==> config.mk <==
export PLATFORM = sky130hd
export DESIGN_NAME = instr_fetch_unit
export DESIGN_NICKNAME = d
export VERILOG_FILES = /design/src/rtl/pipeline_pkg.sv /design/src/rtl/fetch_pc_gen.sv /design/src/rtl/instr_fetch_unit.sv
export SDC_FILE = /design/constraint.sdc
export NUM_CORES = 1
export LEC_CHECK = 0
export CORE_MARGIN = 2
export CORE_UTILIZATION = 45
export DETAILED_ROUTE_END_ITERATION = 10
export GPL_TIMING_DRIVEN = 0
export HOLD_SLACK_MARGIN = 0.02
export PLACE_DENSITY = 0.84
export SLEW_MARGIN = 5
export SYNTH_ARGS = -nofsm -noshare
export SYNTH_HDL_FRONTEND = slang
export SYNTH_SLANG_ARGS = --single-unit
==> constraint.sdc <==
create_clock -name i_clk -period 4.95 [get_ports i_clk]
set_input_delay 0.99 -clock i_clk [delete_from_list [all_inputs] [get_ports i_clk]]
set_output_delay 0.99 -clock i_clk [all_outputs]
set_load 0.05 [all_outputs]
==> src/rtl/pipeline_pkg.sv <==
// Shared constants and fetch FSM encoding for the 5-stage pipeline.
package pipeline_pkg;
  localparam int XLEN = 32;
  localparam logic [XLEN-1:0] NOP_INSTR    = 32'h0000_0013;
  localparam logic [XLEN-1:0] EBREAK_INSTR = 32'h0010_0073;

  typedef enum logic [1:0] {ST_BOOT, ST_RUN, ST_HALT} fetch_state_e;
endpackage

==> src/rtl/fetch_pc_gen.sv <==
// Program counter: reset value, +4 increment and redirect load.
module fetch_pc_gen
  import pipeline_pkg::*;
#(
  parameter logic [XLEN-1:0] P_RESET_PC = 32'h0000_0000
) (
  input  logic            i_clk,
  input  logic            i_rst,
  input  logic            i_advance,
  input  logic            i_load,
  input  logic [XLEN-1:0] i_load_pc,
  output logic [XLEN-1:0] o_pc,
  output logic [XLEN-1:0] o_pc4
);
  // Wraps modulo 2^32 without a carry out.
  assign o_pc4 = o_pc + 32'd4;

  always_ff @(posedge i_clk or posedge i_rst) begin
    if (i_rst)          o_pc <= P_RESET_PC;
    else if (i_load)    o_pc <= i_load_pc;
    else if (i_advance) o_pc <= o_pc4;
  end
endmodule

==> src/rtl/instr_fetch_unit.sv <==
// IF stage: drives the instruction memory address, captures the IF/ID register,
// handles stall, redirect and halt on EBREAK.
module instr_fetch_unit
  import pipeline_pkg::*;
#(
  parameter logic [XLEN-1:0] P_RESET_PC   = 32'h0000_0000,
  parameter logic [XLEN-1:0] P_NOP        = NOP_INSTR,
  parameter logic [XLEN-1:0] P_HALT_INSTR = EBREAK_INSTR
) (
  input  logic            i_clk,
  input  logic            i_rst,
  output logic [XLEN-1:0] o_adr,
  input  logic [XLEN-1:0] i_instr,
  input  logic            i_stall,
  input  logic            i_redirect,
  input  logic [XLEN-1:0] i_redirect_pc,
  output logic [XLEN-1:0] o_ifid_instr,
  output logic [XLEN-1:0] o_ifid_pc,
  output logic [XLEN-1:0] o_ifid_pc4,
  output logic            o_ifid_valid,
  output logic            o_halted,
  output logic            o_misalign
);
  fetch_state_e    state, state_nxt;
  logic            pc_adv, pc_load, ifid_cap, ifid_flush, misalign_nxt;
  logic [XLEN-1:0] pc, pc4;

  fetch_pc_gen #(.P_RESET_PC(P_RESET_PC)) u_pc_gen (
    .i_clk     (i_clk),
    .i_rst     (i_rst),
    .i_advance (pc_adv),
    .i_load    (pc_load),
    .i_load_pc ({i_redirect_pc[XLEN-1:2], 2'b00}),
    .o_pc      (pc),
    .o_pc4     (pc4)
  );

  assign o_adr    = pc;
  assign o_halted = (state == ST_HALT);

  always_comb begin
    state_nxt    = state;
    pc_adv       = 1'b0;
    pc_load      = 1'b0;
    ifid_cap     = 1'b0;
    ifid_flush   = 1'b0;
    misalign_nxt = 1'b0;
    case (state)
      // Memory output settles during this cycle; nothing is captured.
      ST_BOOT: state_nxt = ST_RUN;
      ST_RUN: begin
        if (i_redirect) begin
          pc_load      = 1'b1;
          ifid_flush   = 1'b1;
          misalign_nxt = |i_redirect_pc[1:0];
        end else if (!i_stall) begin
          pc_adv   = 1'b1;
          ifid_cap = 1'b1;
          if (i_instr == P_HALT_INSTR) state_nxt = ST_HALT;
        end
      end
      ST_HALT: begin
        // PC stays frozen; stall only delays flushing the captured EBREAK.
        if (i_redirect) begin
          pc_load      = 1'b1;
          ifid_flush   = 1'b1;
          misalign_nxt = |i_redirect_pc[1:0];
          state_nxt    = ST_RUN;
        end else if (!i_stall) begin
          ifid_flush = 1'b1;
        end
      end
      default: state_nxt = ST_BOOT;
    endcase
  end

  always_ff @(posedge i_clk or posedge i_rst) begin
    if (i_rst) begin
      state        <= ST_BOOT;
      o_ifid_instr <= P_NOP;
      o_ifid_pc    <= '0;
      o_ifid_pc4   <= '0;
      o_ifid_valid <= 1'b0;
      o_misalign   <= 1'b0;
    end else begin
      state      <= state_nxt;
      o_misalign <= misalign_nxt;
      if (ifid_cap) begin
        o_ifid_instr <= i_instr;
        o_ifid_pc    <= pc;
        o_ifid_pc4   <= pc4;
        o_ifid_valid <= 1'b1;
      end else if (ifid_flush) begin
        o_ifid_instr <= P_NOP;
        o_ifid_valid <= 1'b0;
      end
    end
  end
endmodule

* Word level (Yosys, flattened, before mapping)
Cells that the tools add are included.
** Word-level totals
- Output and inout bits :: 131
- Logic and storage cells :: 41
- Flip-flop bits (word level) :: 132
** Operators by class
- Add/subtract/negate cells :: 1
- Eq/ne operators :: 7
- Reduce and logical (&&, ||, !) cells :: 6
- Muxes and demuxes :: 20
** Operators by type and width (count)
- 32-bit 2-to-1 mux :: 4
- 32-bit by 3-bit adder with 32-bit output (second input constant) :: 1
- 32-bit by 21-bit equality test with 1-bit output (second input constant) :: 1
- 1-bit 2-to-1 mux :: 10
- 2-bit 2-to-1 mux :: 4
- 2-bit != test (second input constant) :: 4
- 2-bit one-hot mux with 3 select lines :: 1
- 4-bit AND reduction :: 1
- 2-bit nonzero test :: 2
- 2-bit OR reduction :: 2
- 2-bit by 1-bit equality test with 1-bit output (second input constant) :: 1
- 2-bit equality test (second input constant) :: 1
- 2-bit zero test :: 1
- 1-bit one-hot mux with 2 select lines :: 1

* Longest topological paths before layout
- Depth after elaboration :: 5
- Mapped depth :: 8
- Mapped depth without buffers :: 7

* Cells and area by module
From an unflattened synthesis, not the netlist that was laid out.
** Second synthesis, totals
- Cells, all modules :: 692
- Area total of the unflattened synthesis :: 6367.4 um2
** Modules (own cells, without submodules)
- instr_fetch_unit :: area an instance 3952.5 um2, cells an instance 399, instances 1
- fetch_pc_gen :: area an instance 2414.8 um2, cells an instance 293, instances 1

* Least setup slack after synthesis
Ideal clock, no wire load.
- Kind :: input port to flip-flop
- From :: in i_redirect
- To :: reg u_pc_gen.o_pc[4]
- Stages on the path :: 5
- Arrival time :: 2.045 ns
- Slack :: 2.779 ns
- Buffers on the path :: 1
- Path through :: or3b_1 buf_2 nand2_1 o21ai_0 a221o_1
** Between the ends
- Word-level cells in the longest chain between the ends :: 3
- Elaborated cells between the ends (all ways) :: 6
** Ends and longest elaborated chain
- start, declared :: line instr_fetch_unit.sv:15 : input logic i_redirect,
- 1-bit 2-to-1 mux (on tied branches) :: line instr_fetch_unit.sv:52, instr_fetch_unit.sv:64
- 1-bit 2-to-1 mux (on tied branches)
- 32-bit 2-to-1 mux / 2-bit nonzero test (equally long branches)
- end signal, assigned :: line fetch_pc_gen.sv:20 : else if (i_load) o_pc <= i_load_pc;
- end signal, assigned :: line fetch_pc_gen.sv:21 : else if (i_advance) o_pc <= o_pc4;
- end, declared :: line fetch_pc_gen.sv:12 : output logic [XLEN-1:0] o_pc,
Several ways; a longest one is shown, not always the timed one.
A chain may end at the register's enable or synchronous reset.

* Worst setup path after layout
- From :: reg state[0]
- To :: out o_halted
** Between the ends
- Word-level cells in the longest chain between the ends :: 1
** Ends and longest elaborated chain
- start, declared :: line instr_fetch_unit.sv:24 : fetch_state_e state, state_nxt;
- start signal, assigned :: line instr_fetch_unit.sv:86 : state <= state_nxt;
- 2-bit equality test :: line instr_fetch_unit.sv:39 : assign o_halted = (state == ST_HALT);
- end, declared :: line instr_fetch_unit.sv:21 : output logic o_halted,
Every way passes these cells.

==> results.md <==
- Result of the run: finished, final reports clean
- Via count of the first global-routing pass: 5435
- Class of the worst hold path: register to register
- Maximum level of the CTS H-tree: 4
- Clock network latency to the later pin of the worst-skew pair: 0.41 ns
- Count of antenna-violating nets left after detailed routing: 0
- Setup Fix Bufs, Post-CTS: 0
- Number of synthesis warnings: 0
- Count of input and output buffers: 192
- Register area share after synthesis: 0.5592
- Die height: 116.0 um
- Final worst clock skew: 0.007878 ns
- Cell Area, Placed: 7829 sq um
- Mean routed wirelength per cell: 18.63 um
- Overall via count from detail_route: 5286
- Max clock buf depth: 2
- Overall global routing resource usage: 0.2717
- Residual DRC: 0
- RSZ-0062 raised after global routing: no
- GP Congestion: 0.8863
- Filler cells: 942
- Overflow left after global routing: 0
- Library cells used by synthesis: 51
- Mean instance size in the synthesized netlist: 10.06 sq um
- Hold Crit Start: o_ifid_instr[4]$_DFFE_PP1P_
- Main flop type after synthesis: sky130_fd_sc_hd__dfrtp_1
- Total Power Consumption: 0.003475 W
- Post-synth EDFFs: 0
- Setup Viol. Count Final: 0
- Maximum capacitance violations: 0
- Crit Path Max Fanout: 5
- TritonCTS clock tree: built
- HPWL reported at the end of detailed placement: 12910 um
- Via/cell ratio: 5.518
- FF-to-FF Start: state[1]$_DFFE_PP0P_
- Highest clock rate: 334.5 MHz
- Proportion of layout cells with a drive suffix above 1: 0.09114
- Pin count of the biggest net entering global routing: 91
- Worst-case vdd ir drop: 0.0001803 V
- Final hold violations: 0
- Async set-or-reset flop fraction in the synthesized netlist: 1.000
- Final slew viol count: 0
- Final period utilization: 0.6039
- Final net count: 850
- Number of primary I/O pins: 199
- Critical Path End Type: output port
- Headroom to the max-slew limit: 0.5490
- Syn-to-layout area delta: 47.85%
- Clock input transition at the sequential cells of the worst setup and hold paths: 0.06 ns
- Worst-Margin Slew: 0.6715 ns
- Arr. time, crit path: 2.00 ns
- Startpoint type of the worst setup path: register
- Antenna violations before repair: 0
- Summed area of non-filler cells in the final layout: 8347 sq um
- CTS sink cnt: 126
- Die width: 116.0 um
- Most frequent cells in the layout: 192 x sky130_fd_sc_hd__clkdlybuf4s50_1, 142 x sky130_fd_sc_hd__nand2_1, 123 x sky130_fd_sc_hd__dfrtp_1, 53 x sky130_fd_sc_hd__o21ai_0, 29 x sky130_fd_sc_hd__a22o_1
- First drt pass iteration count: 5
- Number of inserted diodes: 0
- Effective utilization at floorplan: 0.4661
- Floorplan die area: 13460 sq um
- Critical path required time: 3.96 ns
- Clock root buffer: sky130_fd_sc_hd__clkbuf_16
- Number of gates given a new drive strength after cts: 0
- Origin of the worst setup path: state[0]$_DFFE_PP0P_
- Total clock buffers created by CTS: 17
- CORE AREA: 12110 sq um
- Hold bufs inserted after CTS: 0
- Count of standard-cell rows: 40
- Routed wire length: 17850 um
- Min Tclk post-route: 2.989 ns
- Gate count of the mapped netlist: 561
- Wire length of the first global-routing pass: 27740 um
- Number of violations reported at the end of detailed-routing iteration 0: 450
- Cell area after synthesis: 5645 sq um
- Worst setup path class: register to output port
- Number of synthesized register bits: 126
- Static leakage power: 3.669 nW
- Most common cell after layout, fill and taps aside: sky130_fd_sc_hd__clkdlybuf4s50_1
- Power density over cell area: 416.3 nW/um^2
-- cells in the mapped netlist (4+ instances only) --
cell type                    n  share of area
sky130_fd_sc_hd__nor4_1      6         0.0066
sky130_fd_sc_hd__ha_1        4         0.0089
sky130_fd_sc_hd__a22oi_1    16          0.021
sky130_fd_sc_hd__and3_1      5         0.0055
sky130_fd_sc_hd__inv_1      13         0.0086
sky130_fd_sc_hd__nand4_1     9          0.010
sky130_fd_sc_hd__a21oi_1     8         0.0071
sky130_fd_sc_hd__clkbuf_1   14         0.0093
sky130_fd_sc_hd__nor2_1     15          0.010
sky130_fd_sc_hd__nand3_1    11         0.0098
sky130_fd_sc_hd__a22o_1     29          0.045
sky130_fd_sc_hd__nand2_1   142          0.094
sky130_fd_sc_hd__o21ai_0    53          0.047
sky130_fd_sc_hd__o21ai_1     4         0.0035
sky130_fd_sc_hd__xnor2_1     8          0.012
sky130_fd_sc_hd__buf_4       7         0.0093
sky130_fd_sc_hd__nor3_1      5         0.0044
sky130_fd_sc_hd__buf_2      17          0.015
sky130_fd_sc_hd__xor2_1     20          0.031
sky130_fd_sc_hd__dfrtp_1   123           0.55
-- report_power, final --
group | switching, W | total (W) | internal (W)
registers | 0.000109 | 0.00127 | 0.00116
logic | 0.000735 | 0.00110 | 0.000367
clock network | 0.000458 | 0.00110 | 0.000645
-- final timing paths --
check                      slack, ns  depth (start not counted)                          end
max in group asynchronous       3.27                          3    o_ifid_pc[16]$_DFFE_PP0P_
setup / recovery                1.96                          3                     o_halted
hold / removal                  0.46                          2  o_ifid_instr[4]$_DFFE_PP1P_
setup reg to reg                2.55                          8     o_ifid_pc[4]$_DFFE_PP0P_
min in group asynchronous       0.93                          2  o_ifid_instr[5]$_DFFE_PP0P_
hold reg to reg                 0.46                          2  o_ifid_instr[4]$_DFFE_PP1P_
-- critical path, stage by stage (launching register included) --
cell                              delay (ns)
sky130_fd_sc_hd__dfrtp_1                0.38
sky130_fd_sc_hd__inv_1                  0.10
sky130_fd_sc_hd__ha_1                   0.25
sky130_fd_sc_hd__clkdlybuf4s50_1        0.85
-- stage by stage --
| stage | setup slack [ns] | instances | utilization | hold WS, ns | TNS (ns) |
|---|---|---|---|---|---|
| 2_1_floorplan | 0.6090 | 566 | - | 0.4864 | 0 |
| 3_3_place_gp | -0.9641 | 926 | 0.6437 | 0.4479 | -117.59 |
| 3_5_place_dp | 1.775 | 927 | 0.6464 | 0.4508 | 0 |
| 4_1_cts | 1.959 | 958 | 0.6892 | 0.4601 | 0 |
| 5_1_grt | 1.903 | 958 | 0.6892 | 0.4968 | 0 |
| 6_report | 1.961 | 958 | 0.6892 | 0.4601 | 0 |
-- cell families after synthesis --
group | after synthesis | share of synthesized area
AO/OA/AOI/OAI | 132 | 0.1580
XOR/XNOR | 28 | 0.04344
adder cells (fa/ha/maj) | 4 | 0.008866
buffers and inverters | 57 | 0.04964
flip-flops | 126 | 0.5592
multiplexers | 1 | 0.001773
other | 1 | 0.0006643
AND/OR/NAND/NOR | 212 | 0.1784
-- metal layers --
metal / up-vias / GRT usage / wire length, um
met3: 29 / 0.07741 / 1638
met1: 2609 / 0.3300 / 6963
met4: 0 / 0.1079 / 376
met2: 268 / 0.4593 / 8871
met5: - / 0 / 0
li1: 2380 / - / -
-- area by class of cell --
type / instances / area [sq um] / area share
multi-input cells: 383 / 2227 / 0.2668
clock buffers: 20 / 446.7 / 0.05352
clock inverters: 11 / 71.32 / 0.008544
flip-flops and latches: 126 / 3157 / 0.3782
repair buffers: 193 / 1949 / 0.2335
well taps: 168 / 210.2 / 0.02518
plain buffers: 44 / 231.5 / 0.02773
inverters: 13 / 53.80 / 0.006446
-- registers in the layout, indices dropped and copies added, names as in the netlist --
signal and cells:
o_ifid_instr 32, o_ifid_pc 30, o_ifid_pc4 30, o_ifid_valid 1
o_misalign 1, state 2, u_pc_gen.o_pc 30
Power figures use the tool's default switching activity.
